### src/rtl/ntt_coeff_loader.sv
// Serial-to-parallel coefficient loader for the flat NTT core: reduces each
// accepted word once mod Q and double-buffers D of them into the core frame.
module ntt_coeff_loader #(
    parameter int N      = 17,
    parameter int D      = 8,
    parameter int Q      = 65537,
    parameter int BITREV = 0
) (
    input  logic           clk,
    input  logic           rst,
    input  logic [N-1:0]   in_data,
    input  logic           in_valid,
    output logic           in_ready,
    input  logic           core_load,
    output logic [D*N-1:0] a,
    output logic           frame_pending,
    output logic           underrun,
    output logic [15:0]    frames_done
);

    localparam int             IW       = $clog2(D);
    localparam logic [N-1:0]   Q_N      = N'(Q);
    localparam logic [IW-1:0]  LAST_IDX = IW'(D - 1);

    function automatic logic [IW-1:0] bitrev(input logic [IW-1:0] v);
        logic [IW-1:0] r;
        r = '0;
        for (int b = 0; b < IW; b++) begin
            r[b] = v[IW-1-b];
        end
        return r;
    endfunction

    logic [IW-1:0] idx_q, idx_d;
    logic          fill_full_q, fill_full_d;
    logic          hold_valid_q, hold_valid_d;
    logic          underrun_q, underrun_d;
    logic [15:0]   frames_done_q, frames_done_d;
    logic [N-1:0]  fbuf_q [D];
    logic [N-1:0]  fbuf_d [D];
    logic [N-1:0]  hbuf_q [D];
    logic [N-1:0]  hbuf_d [D];

    logic          accept;
    logic          complete;
    logic          consume;
    logic          hold_free;
    logic          hold_load;
    logic          pending_xfer;
    logic [N-1:0]  w;
    logic [IW-1:0] lane;

    // Handshake: a word transfers on any rising edge where in_valid && in_ready;
    // in_ready depends only on registered state, and the source must hold
    // in_data stable while in_valid is high and in_ready is low.
    assign in_ready = !fill_full_q;
    assign accept   = in_valid && !fill_full_q;

    // Single conditional subtract; the source guarantees in_data < 2Q.
    assign w    = (in_data >= Q_N) ? (in_data - Q_N) : in_data;
    assign lane = (BITREV != 0) ? bitrev(idx_q) : idx_q;

    assign complete     = accept && (idx_q == LAST_IDX);
    assign consume      = core_load && hold_valid_q;
    assign hold_free    = !hold_valid_q || core_load;
    assign pending_xfer = fill_full_q && core_load;
    assign hold_load    = (complete && hold_free) || pending_xfer;

    always_comb begin
        for (int i = 0; i < D; i++) begin
            fbuf_d[i] = fbuf_q[i];
        end
        if (accept) begin
            fbuf_d[lane] = w;
        end
    end

    // A pending transfer never coincides with an accept, so fbuf_d equals the
    // frozen frame in that case and one source covers both load paths.
    always_comb begin
        for (int i = 0; i < D; i++) begin
            hbuf_d[i] = hold_load ? fbuf_d[i] : hbuf_q[i];
        end
    end

    always_comb begin
        idx_d         = accept ? idx_q + 1'b1 : idx_q;
        fill_full_d   = fill_full_q;
        hold_valid_d  = hold_valid_q;
        frames_done_d = frames_done_q;
        underrun_d    = underrun_q;
        if (complete && !hold_free) begin
            fill_full_d = 1'b1;
        end else if (pending_xfer) begin
            fill_full_d = 1'b0;
        end
        if (hold_load) begin
            hold_valid_d = 1'b1;
        end else if (consume) begin
            hold_valid_d = 1'b0;
        end
        if (consume) begin
            frames_done_d = frames_done_q + 16'd1;
        end
        if (core_load && !hold_valid_q) begin
            underrun_d = 1'b1;
        end
    end

    always_ff @(posedge clk) begin
        if (rst) begin
            idx_q         <= '0;
            fill_full_q   <= 1'b0;
            hold_valid_q  <= 1'b0;
            underrun_q    <= 1'b0;
            frames_done_q <= '0;
        end else begin
            idx_q         <= idx_d;
            fill_full_q   <= fill_full_d;
            hold_valid_q  <= hold_valid_d;
            underrun_q    <= underrun_d;
            frames_done_q <= frames_done_d;
        end
    end

    // Buffer contents are don't-care after reset; the valid flags gate them.
    always_ff @(posedge clk) begin
        for (int i = 0; i < D; i++) begin
            fbuf_q[i] <= fbuf_d[i];
            hbuf_q[i] <= hbuf_d[i];
        end
    end

    for (genvar gi = 0; gi < D; gi++) begin : g_lane
        assign a[N*gi +: N] = hold_valid_q ? hbuf_q[gi] : '0;
    end

    assign frame_pending = hold_valid_q;
    assign underrun      = underrun_q;
    assign frames_done   = frames_done_q;

endmodule

### config.mk
export PLATFORM = sky130hd
export DESIGN_NAME = ntt_coeff_loader
export DESIGN_NICKNAME = d
export VERILOG_FILES = /design/src/rtl/ntt_coeff_loader.sv
export SDC_FILE = /design/constraint.sdc
export NUM_CORES = 1
export LEC_CHECK = 0
export BUFFER_PORTS_ARGS = -buffer_cell sky130_fd_sc_hd__clkbuf_2
export CAP_MARGIN = 15
export CORE_MARGIN = 2
export CORE_UTILIZATION = 56
export DETAILED_ROUTE_END_ITERATION = 16
export GPL_TIMING_DRIVEN = 0
export PLACE_DENSITY = 0.79
export SLEW_MARGIN = 20
export SYNTH_ARGS = -nofsm -noshare
export SYNTH_HDL_FRONTEND = slang
export SYNTH_SLANG_ARGS = --single-unit
### constraint.sdc
create_clock -name clk -period 8.99 [get_ports clk]
set_clock_uncertainty 0.05 [all_clocks]
set_input_delay 0.899 -clock clk [delete_from_list [all_inputs] [get_ports clk]]
set_output_delay 0.899 -clock clk [all_outputs]
set_load 0.01 [all_outputs]
==> results of run 1 <==
-- worst max path at each step --
stage / start / slack (ns) / to
6_report: frame_pending$_SDFFE_PP0P_ / 5.19 / a[105]
3_3_place_gp: core_load / -1.23 / hbuf_q[1][64]$_DFFE_PP_
4_1_cts: frame_pending$_SDFFE_PP0P_ / 5.19 / a[100]
5_1_grt: frame_pending$_SDFFE_PP0P_ / 5.11 / a[105]
3_5_place_dp: in_data[12] / 5.24 / hbuf_q[0][19]$_DFFE_PP_
2_1_floorplan: core_load / 1.43 / hbuf_q[0][0]$_DFFE_PP_
-- layout make-up --
cell class | instances | area [um^2]
clock inverters | 16 | 184
well taps | 234 | 293
plain buffers | 52 | 200
repair buffers | 180 | 1030
inverters | 7 | 26.3
clock buffers | 36 | 792
flip-flops and latches | 294 | 7250
fillers | 1383 | 5700
multi-input cells | 575 | 3240
-- power groups by stage --
stage          combinational [W]  clock (W)  sequential [W]
2_1_floorplan           0.000128          0         0.00161
3_3_place_gp            0.000176          0         0.00161
3_5_place_dp            0.000191          0         0.00162
4_1_cts                 0.000196    0.00124         0.00159
5_1_grt                 0.000224    0.00130         0.00160
6_report                0.000198    0.00122         0.00159
-- tightest hold or removal path, cell delays in order, from the launching register on --
cell,delay [ns]
dfxtp_1,0.30
nand2_1,0.04
o21ai_1,0.06
-- cell families after synthesis --
| kind of cell | after synthesis |
|---|---|
| muxes | 6 |
| adders and majority gates | 5 |
| DFF | 294 |
| and+or+nand+nor | 377 |
| buffers and inverters | 59 |
| AOI/OAI and AO/OA | 167 |
| xor gates and xnor gates | 20 |
-- stage by stage --
stage | utilization | TNS [ns] | hold WS (ns) | std cells | total power [W]
floorplan | - | 0 | 0.377 | 928 | 0.00173
global placement | 0.633 | -165.86 | 0.386 | 1336 | 0.00179
detailed placement | 0.643 | 0 | 0.398 | 1342 | 0.00181
CTS | 0.695 | 0 | 0.407 | 1394 | 0.00302
global route | 0.695 | 0 | 0.436 | 1394 | 0.00312
finish | 0.695 | 0 | 0.409 | 1394 | 0.00301
-- per-layer routing --
layer | share of wire | track usage | up-vias
met5 | 0 | 0 | -
met4 | 0.038 | 0.107 | 0
met3 | 0.071 | 0.0400 | 63
met2 | 0.47 | 0.406 | 290
met1 | 0.42 | 0.341 | 3620
li1 | - | - | 3595
-- layout by cell type, fill, tap and decap left out, drive strengths merged, types with 4 or more instances in the layout --
cell and n:
dfxtp 158, buf 9, nor2b 4, xor2 13, a21oi 26, bufinv 4
or4 4, o21ai 127, xnor2 7, nor2 40, and3 4, clkbuf 259
edfxtp 136, nand3 13, nor3 7, or3 9, ha 5, mux2i 6
clkinv 10, and2 139, nand4 6, nor4 5, nand2 137, inv 8
-- state kept, by name, indices dropped and copies added, names as in the netlist --
signal and cells:
underrun 1, idx_q 3, fbuf_q 136, frames_done 16, fill_full_q 1, frame_pending 1, hbuf_q 136
-- synthesized netlist by cell type (3+ instances only) --
| library cell | n | area, um^2 |
|---|---|---|
| a21oi_1 | 23 | 115 |
| a21oi_2 | 3 | 26.3 |
| and2_1 | 139 | 870 |
| and3_1 | 4 | 25.0 |
| and4_1 | 3 | 26.3 |
| clkbuf_1 | 48 | 180 |
| dfxtp_1 | 158 | 3160 |
| edfxtp_1 | 136 | 4080 |
| ha_1 | 5 | 62.6 |
| inv_1 | 7 | 26.3 |
| mux2i_1 | 5 | 50.1 |
| nand2_1 | 136 | 510 |
| nand2b_1 | 3 | 18.8 |
| nand3_1 | 13 | 65.1 |
| nand4_1 | 6 | 37.5 |
| nor2_1 | 40 | 150 |
| nor2b_1 | 4 | 25.0 |
| nor3_1 | 7 | 35.0 |
| nor4_1 | 3 | 18.8 |
| o21ai_0 | 114 | 571 |
| o21ai_1 | 12 | 60.1 |
| or3_1 | 9 | 56.3 |
| or4_1 | 3 | 22.5 |
| xnor2_1 | 5 | 43.8 |
| xor2_1 | 11 | 96.3 |
==> metrics.md, run 1 <==
| Metric | Value |
|---|---|
| Total grt overflow | 0 |
| Clock Sinks | roughly 300 |
| Worst vdd ir | between 0.15 and 0.2 mV |
| Area after DPL | about 12000 um^2 |
| CTS max path bufs | 3 |
| Synth unique cells | between 50 and 60 |
| Clock Power Share | 0.406 |
| Die W | roughly 140 um |
| Worst R2R End | hbuf_q[0][57]$_DFFE_PP_ |
| Worst Path Max Fanout | 10 |
| Pwr Density | around 230 nW/um^2 |
| Worst min path class | reg -> reg |
| Final hold violations | 0 |
| Mapped Area | 10700 um^2 |
| Critical Path Stages | 5 |
| GP Congestion | 0.885 |
| Vias per cell | 5.43 |
| Die Area | around 20000 um^2 |
| Worst-Margin Slew | ~1.3 ns |
| Final Max Slew Viols | 0 |
| RSZ-0062 raised after global routing | false |
| Antenna Nets Post-Route | 0 |
| Setup crit start kind | register |
| First-pass GRT wire length | about 38 mm |
| CP bufs+invs | 4 |
| Switch share | 0.219 |
| Register area share after synthesis | 0.678 |
| FF-to-FF Start | frame_pending$_SDFFE_PP0P_ |
| Largest family of logic cells by synthesized area | simple AND/OR/NAND/NOR gates |
| Status | complete, no violations |
| Yosys reg bits | a little under 300 |
| Area growth, synth to finish | 21.7% |
| Syn avg cell area | roughly 12 um^2 |
| DR WL/cell | 18.6 um |
| Reg clk slew, reported paths | 0.06 ns |
| Share of cells above drive strength 1 | 0.217 |
| Worst reg-to-reg setup slack | ~6.2 ns |
| Psw | about 0.00066 W |
| Leakage | roughly 5.2 nW |
| # Max-Cap Violations | 0 |
| Final WS setup | between 5 and 6 ns |
| Largest net degree at the start of global routing | 24 |
| Ys Warns | 0 |
| Postcts setup bufs | 0 |
| Antenna violations before repair | 1 |
| Commonest register cell after synthesis | dfxtp_1 |
| Fin crit period | 3.80 ns |
| EDFF count, synth | about 140 |
| Adder-Cell Fraction of Synth Area | 0.00586 |
| Buffers on Ports | ~170 |
| Most frequent CP cell | clkbuf_1 |
| Rel. slew slack | 0.158 |
| CP Class | reg -> out |
| Max Clk Rate | approximately 260 MHz |
| Combinational fraction of design power | 0.066 |
| WHS Endpoint | fbuf_q[0][64]$_DFF_P_ |
| Gr usage total | 0.251 |
| Part of the cycle the worst path needs | 0.422 |
| Final setup violation count | 0 |
| Total CTS buffers | 28 |
| Number of detailed-route iterations in the first pass | 5 |
| # hold bufs at CTS | 0 |
| Number of antenna diodes | 0 |
| Finished Cell Area | between 10000 and 15000 um^2 |
| Routed WL | roughly 26 mm |
| Endpoint kind of the worst setup timing path | output pin |
| Row cnt | 50 |
| Simple-gate share of the synthesized area | 0.182 |
| HP Start | fbuf_q[0][64]$_DFF_P_ |
| R2R depth | 8 |
| P_int | around 0.0024 W |
| Iter 0 DRT Violations | 652 |
| Dpl hpwl | between 15 and 20 mm |
| Sequential share of power | 0.529 |
| CP Cell Sequence | clkbuf_1 -> clkbuf_1 -> clkbuf_1 -> and2_1 -> clkbuf_2 |
| Pre-CTS setup slack | roughly 5.2 ns |
| Mux share of post-synthesis cell area | 0.00597 |
| Fraction of registers with async set/reset | 0 |
| Crit-path max cell delay | roughly 0.66 ns |
| Hold Crit Depth | 2 |
| Height of the die | 142 um |
| Syn_nets | about 950 |
| WP data arrival | roughly 2.9 ns |
| H-tree depth | 1 |
| I/O pin total | 176 |
| Vias in the first global route | 7107 |
| Cells after Synth | between 900 and 1000 |
| Initial Util | 0.571 |
| Core Area | ~19000 um^2 |
| CTS tree | built |
| Slowest-stage cell, CP | clkbuf_1 |
| Compound-Gate Fraction of Synth Area | 0.0878 |
| Clk_lat worst skew | between 0.5 and 0.6 ns |
| Post-Synth XOR/XNOR Area | 0.0192 |
| CP delay by family, top | buffers and inverters |
| Worst endpoint required time | about 8 ns |
| Residual DRC count | 0 |
| Vias post-DR | 7568 |
| Final nets | between 1000 and 1500 |
| Gates resized, CTS repair | 0 |
| CTS root buf | clkbuf_16 |
No activity file was read; power rests on OpenSTA's default activity.
==> inputs of run 2 (changes only) <==
--- a/config.mk
+++ b/config.mk
@@ -5,13 +5,14 @@
 export SDC_FILE = /design/constraint.sdc
 export NUM_CORES = 1
 export LEC_CHECK = 0
+export ABC_AREA = 1
 export BUFFER_PORTS_ARGS = -buffer_cell sky130_fd_sc_hd__clkbuf_2
 export CAP_MARGIN = 15
 export CORE_MARGIN = 2
-export CORE_UTILIZATION = 56
+export CORE_UTILIZATION = 51
 export DETAILED_ROUTE_END_ITERATION = 16
 export GPL_TIMING_DRIVEN = 0
-export PLACE_DENSITY = 0.79
+export PLACE_DENSITY = 0.75
 export SLEW_MARGIN = 20
 export SYNTH_ARGS = -nofsm -noshare
 export SYNTH_HDL_FRONTEND = slang
==> constraint.sdc (replaced) <==
create_clock -name clk -period 3.1 [get_ports clk]
set_clock_uncertainty 0.05 [all_clocks]
set_input_delay 0.31 -clock clk [delete_from_list [all_inputs] [get_ports clk]]
set_output_delay 0.31 -clock clk [all_outputs]
set_load 0.01 [all_outputs]
==> run 2 against run 1 <==
Net effect:
- global-route usage decreased by 2.8 points
- routed wire length increased by 4.6%
- combinational power increased to 4.1 times the previous value
- first-iteration DRC count decreased by 14%
- register-to-register slack got worse by 5.2 ns
==> metrics.md, run 2 <==
| Metric | Value |
|---|---|
| Status | complete, no violations |
| Endpoint kind of the worst setup timing path | output pin |
| Final Max Slew Viols | 0 |
| WP data arrival | about 2.5 ns |
| Clock Sinks | 294 |
| Syn_nets | ~1300 |
| P_int | between 0.006 and 0.007 W |
| Crit-path max cell delay | roughly 0.60 ns |
| Tot Pwr | about 0.0087 W |
| Yosys top cell area share | 0.347 |
| Vias in the first global route | around 8400 |
| Part of the cycle the worst path needs | 0.919 |
| Postcts setup bufs | 0 |
| Final setup violation count | 0 |
| Psw | 0.00205 W |
| Commonest cells after routing, fill and taps aside | nand2_1 (597), inv_1 (182), clkbuf_2 (174) |
| Cells after Synth | 1319 |
| Mapped Area | around 12000 um^2 |
| Cell with the most instances after synthesis | nand2_1 |
| DR WL/cell | 14.8 um |
| # Max-Cap Violations | 0 |
| Total grt overflow | 0 |
| Syn avg cell area | 8.91 um^2 |
| Utilization after layout | 0.622 |
| Ys Warns | 0 |
| Worst Path Max Fanout | 10 |
| Routed WL | ~27 mm |
| Slowest-stage cell, CP | clkbuf_1 |
| Total CTS buffers | 28 |
| CP Cell Sequence | clkbuf_1 -> clkbuf_1 -> nand2_1 -> inv_1 -> clkbuf_2 |
| Worst min path class | in -> reg |
| Sequential share of power | 0.546 |
| Max Clk Rate | 351 MHz |
| Clock Power Share | 0.361 |
| Reg clk slew, reported paths | roughly 0.06 ns |
| H-tree depth | 1 |
| Area growth, synth to finish | 19.7% |
| Iter 0 DRT Violations | approximately 560 |
| Setup crit start kind | register |
| Largest area contributor in the netlist | edfxtp_1 |
| Synth unique cells | 30 |
| CP Class | reg -> out |
| CTS tree | built |
| EDFF count, synth | 136 |
| Antenna Nets Post-Route | 0 |
| GP Congestion | between 0.8 and 0.9 |
| First-pass GRT wire length | ~43 mm |
| RSZ-0062 raised after global routing | false |
| Worst endpoint required time | between 2 and 3 ns |
| Combinational fraction of design power | 0.093 |
| Die W | ~160 um |
| Number of detailed-route iterations in the first pass | 5 |
| CTS root buf | clkbuf_16 |
| Residual DRC count | 0 |
| Gates resized, CTS repair | 0 |
| Gr usage total | 0.224 |
| Fin crit period | between 2 and 3 ns |
| Pwr Density | about 620 nW/um^2 |
| Largest net degree at the start of global routing | 29 |
| Yosys reg bits | 294 |
| CTS max path bufs | 3 |
| Clk_lat worst skew | ~0.54 ns |
| Commonest register cell after synthesis | dfxtp_1 |
| Fillers | between 1500 and 2000 |
| Ranking of synthesized cells by area | edfxtp_1 (35%), dfxtp_1 (27%), nand2_1 (19%) |
| Vias post-DR | about 8900 |
| Share of cells above drive strength 1 | 0.208 |
| Leakage | ~7.4 nW |
| Height of the die | about 160 um |
| Final WS setup | approximately 0.25 ns |
| Switch share | 0.236 |
| Most frequent CP cell | clkbuf_1 |
| Final nets | approximately 1600 |
| Row cnt | between 50 and 60 |
| Most common library cells after synthesis | nand2_1 (598), inv_1 (183), dfxtp_1 (158), edfxtp_1 (136), nor2_1 (44) |
| Leading cell type in the layout, fill and taps excluded | nand2_1 |
| CP bufs+invs | 4 |
| Rel. slew slack | 0.503 |
| Core Area | about 23000 um^2 |
| Final hold violations | 0 |
| Buffers on Ports | around 170 |
| Final hold slack | 0.0846 ns |
| Vias per cell | 4.82 |
| Antenna violations before repair | 0 |
| Fraction of registers with async set/reset | 0 |
| Initial Util | 0.519 |
| Finished Cell Area | 14100 um^2 |
| Die Area | approximately 24000 um^2 |
| Area after DPL | between 10000 and 15000 um^2 |
| # hold bufs at CTS | 1 |
| Register area share after synthesis | 0.616 |
| Worst vdd ir | ~0.36 mV |
| Dpl hpwl | 19.2 mm |
| CP delay by family, top | buffers and inverters |
| Number of antenna diodes | 0 |
| I/O pin total | around 180 |
| Pre-CTS setup slack | about 0.76 ns |
| Worst-Margin Slew | roughly 0.75 ns |
## run 2: cell count changes in the layout (fill, tap and decap cells not counted), moves of 17 or more
| cell | previous run | this run |
|---|---|---|
| clkbuf_1 | 51 | 24 |
| buf_2 | 0 | 17 |
| nand3_1 | 13 | 31 |
| nand2_4 | 0 | 18 |
| nand3_2 | 0 | 17 |
| and2_1 | 139 | 0 |
| inv_1 | 7 | 182 |
| o21ai_0 | 114 | 16 |
| nand2_1 | 136 | 597 |
## run 2: cell families (layout without fill, tap and decap cells)
group / count (synthesis) / after routing / share of synthesized area
flops: 294 / 294 / 0.616
compound gates: 28 / 28 / 0.0120
simple gates: 750 / 750 / 0.281
fa+ha+maj: 5 / 5 / 0.00532
buf+inv: 234 / 467 / 0.0794
xor+xnor: 8 / 8 / 0.00596
## run 2: cell type report
class	instances	area, um^2	area share
buffer	37	191	0.0136
timing repair buffer	182	1060	0.0754
clock buffer	39	782	0.0556
tap	285	357	0.0253
inverter	197	742	0.0527
clock inverter	12	68.8	0.00489
sequential	294	7250	0.515
multi-input combinational	791	3620	0.257
## run 2: path summary, 6_finish.rpt
kind                            slack, ns                  startpoint                        to  cells after the start
worst max register to register       0.99    fill_full_q$_SDFFE_PP0P_   hbuf_q[1][31]$_DFFE_PP_                      8
worst max-delay path                 0.25  frame_pending$_SDFFE_PP0P_                    a[108]                      5
worst min-delay path                 0.08                    in_valid  fill_full_q$_SDFFE_PP0P_                      3
worst min register to register       0.40       fbuf_q[0][36]$_DFF_P_     fbuf_q[0][36]$_DFF_P_                      2
## run 2: worst min-delay path: cells and delay by family
kind | cells | cell delay [ns]
AO/OA/AOI/OAI | 1 | 0.15
buffers and inverters | 1 | 0.09
AND/OR/NAND/NOR | 1 | 0.06
## run 2: metrics by stage
| stage | TNS [ns] | cells |
|---|---|---|
| after floorplan | -41.12 | 1319 |
| after detailed placement | 0 | 1785 |
| after global placement | -182.18 | 1778 |
| after global routing | 0 | 1837 |
| after CTS | 0 | 1837 |
| final | 0 | 1837 |
## run 2: routing by layer
| metal | vias to the layer above | share of wire | track usage |
|---|---|---|---|
| met5 | - | 0 | 0 |
| met2 | 302 | 0.47 | 0.371 |
| li1 | 4457 | - | - |
| met4 | 0 | 0.035 | 0.0861 |
| met3 | 61 | 0.065 | 0.0272 |
| met1 | 4041 | 0.43 | 0.303 |
## run 2: power by group through the flow
stage	logic [W]	registers [W]	clock network, W
after floorplan	0.000577	0.00478	0
after global placement	0.000744	0.00480	0
after detailed placement	0.000792	0.00482	0
after CTS	0.000802	0.00474	0.00318
after global routing	0.000921	0.00478	0.00335
final	0.000808	0.00474	0.00314
==> inputs of run 3 (changes only) <==
--- a/config.mk
+++ b/config.mk
@@ -9,10 +9,9 @@
 export BUFFER_PORTS_ARGS = -buffer_cell sky130_fd_sc_hd__clkbuf_2
 export CAP_MARGIN = 15
 export CORE_MARGIN = 2
-export CORE_UTILIZATION = 51
+export CORE_UTILIZATION = 26
 export DETAILED_ROUTE_END_ITERATION = 16
 export GPL_TIMING_DRIVEN = 0
-export PLACE_DENSITY = 0.75
 export SLEW_MARGIN = 20
 export SYNTH_ARGS = -nofsm -noshare
 export SYNTH_HDL_FRONTEND = slang
==> run 3 against run 2 <==
Net effect:
- non-clock buffer count unchanged
- highest routed layer unchanged
- via count down 0.26%
- global-route usage down 9.0 points
- critical endpoint is now a[135]
- total power up 9.7%
- clock power up 26%
- flip-flop and latch count unchanged
- worst hold slack better by 0.0055 ns
- sequential power about the same
- die area up 93%
- count of clock-buffer cells in the layout down 4
- register-to-register slack about the same
==> metrics.md, run 3 (synthesis results as in run 2) <==
| Metric | Value |
|---|---|
| CP Cell Sequence | clkbuf_2 -> clkbuf_1 -> nand2_1 -> inv_1 -> clkbuf_2 |
| Rel. slew slack | 0.510 |
| Worst R2R End | hbuf_q[1][28]$_DFFE_PP_ |
| Gr usage total | 0.134 |
| Core Area | between 40000 and 50000 um^2 |
| Area after DPL | between 10000 and 15000 um^2 |
| Crit-path max cell delay | 0.48 ns |
| GP Congestion | 0.808 |
| Crit path from | frame_pending$_SDFFE_PP0P_ |
| Finished Cell Area | between 10000 and 15000 um^2 |
| Pre-CTS setup slack | 0.553 ns |
| Setup crit start kind | register |
| CTS max path bufs | 3 |
| Final hold violations | 0 |
| CTS root buf | clkbuf_16 |
| Worst min path class | in -> reg |
| Share of cells above drive strength 1 | 0.214 |
| Worst vdd ir | 0.405 mV |
| Vias per cell | about 4.1 |
| Antenna violations before repair | 0 |
| Tot Pwr | about 0.0095 W |
| Reg clk slew, reported paths | 0.06 ns |
| Number of antenna diodes | 0 |
| Final Max Slew Viols | 0 |
| Clk_lat worst skew | about 0.57 ns |
| WHS Endpoint | fill_full_q$_SDFFE_PP0P_ |
| Die Area | between 40000 and 50000 um^2 |
| Setup TNS | 0 ns |
| Slowest-stage cell, CP | clkbuf_1 |
| Leading cell type in the layout, fill and taps excluded | nand2_1 |
| Iter 0 DRT Violations | between 500 and 600 |
| RSZ-0062 raised after global routing | false |
| Total CTS buffers | 31 |
| HP Start | in_valid |
| Final setup violation count | 0 |
| Buffers on Ports | between 150 and 200 |
| Utilization after layout | 0.331 |
| CP Class | reg -> out |
| Final WS setup | ~0.44 ns |
| # Max-Cap Violations | 0 |
| H-tree depth | 1 |
| Max Clk Rate | 376 MHz |
| Dpl hpwl | 22.9 mm |
| Fin crit period | 2.66 ns |
| Worst Path Max Fanout | 10 |
| Initial Util | 0.265 |
| DR WL/cell | roughly 15 um |
| Status | complete, no violations |
| Largest net degree at the start of global routing | 28 |
| Routed WL | 31.7 mm |
| Hold Crit Depth | 3 |
| First-pass GRT wire length | 48.4 mm |
| Area growth, synth to finish | 25.2% |
| Vias post-DR | 8838 |
| Leakage | between 7 and 8 nW |
| Height of the die | 217 um |
| Most frequent CP cell | clkbuf_2 |
| I/O pin total | between 150 and 200 |
| FF-to-FF Start | fill_full_q$_SDFFE_PP0P_ |
| CTS tree | built |
| Number of detailed-route iterations in the first pass | 5 |
| Worst reg-to-reg setup slack | 1.00 ns |
| WP data arrival | between 2 and 2.5 ns |
| Final nets | 1560 |
| Antenna Nets Post-Route | 0 |
| Worst endpoint required time | between 2 and 3 ns |
| Residual DRC count | 0 |
| Total grt overflow | 0 |
| Clock Sinks | a little under 300 |
| Pwr Density | around 650 nW/um^2 |
| Vias in the first global route | approximately 8500 |
| Endpoint kind of the worst setup timing path | output pin |
| Fillers | approximately 4600 |
| Worst-Margin Slew | roughly 0.73 ns |
| R2R depth | 9 |
| Part of the cycle the worst path needs | 0.858 |
| Die W | between 200 and 250 um |
| Commonest cells after routing, fill and taps aside | nand2_1 (597), inv_1 (182), clkbuf_2 (176) |
| Row cnt | 77 |
run 3: cell types whose count changed in the layout (fill, tap and decap cells not counted), moves of 3 or more:
| cell | previous run | this run |
|---|---|---|
| clkbuf_16 | 28 | 31 |
| clkbuf_1 | 24 | 19 |
| bufinv_16 | 0 | 7 |
| clkbuf_8 | 4 | 0 |
| clkinvlp_4 | 0 | 3 |
| clkinv_2 | 9 | 6 |
run 3: worst max-delay path: cells and delay by family (launching register included):
kind,cells,cell delay [ns]
simple gates,1,0.21
flops,1,0.42
buf+inv,4,1.11
run 3: per-stage QoR:
step | hold slack, ns | instances
3_3_place_gp | 0.379 | 2085
2_1_floorplan | 0.339 | 1319
5_1_grt | 0.0954 | 2151
3_5_place_dp | 0.384 | 2092
4_1_cts | 0.0299 | 2151
6_report | 0.0901 | 2151
run 3: how the worst max path moves through the flow:
stage,to
after global routing,a[3]
after CTS,a[82]
after floorplan,hbuf_q[0][0]$_DFFE_PP_
after global placement,hbuf_q[1][64]$_DFFE_PP_
after detailed placement,a[135]
final,a[135]
run 3: routing by layer:
layer,up-vias,global-route usage,part of all wire
met2,246,0.219,0.46
met4,0,0.0425,0.023
met5,-,0,0
met1,4080,0.183,0.47
met3,47,0.0173,0.050
li1,4465,-,-
run 3: final cells by class:
cell class | instances | area [um^2] | area share
Timing Repair Buffer | 182 | 1070 | 0.0729
Sequential cell | 294 | 7250 | 0.493
Inverter | 197 | 742 | 0.0504
Clock inverter | 23 | 304 | 0.0207
Buffer | 37 | 194 | 0.0132
Clock buffer | 35 | 791 | 0.0537
Tap cell | 592 | 741 | 0.0503
Multi-Input combinational cell | 791 | 3620 | 0.246
run 3: timing repair:
| action | 4_1_cts | 5_1_grt |
|---|---|---|
| gates resized for setup | 1 | 3 |
| hold buffers | 1 | 0 |
| hold endpoints to repair | 1 | 0 |
| setup endpoints to repair | 7 | 5 |
| setup buffers | 0 | 0 |
run 3: power by group:
group	leakage, nW	switching, W	internal [W]	total (W)
clock network	0.529	0.00155	0.00242	0.00396
logic	4.39	0.000560	0.000267	0.000826
registers	2.55	0.000120	0.00461	0.00473
total	7.47	0.00223	0.00730	0.00953
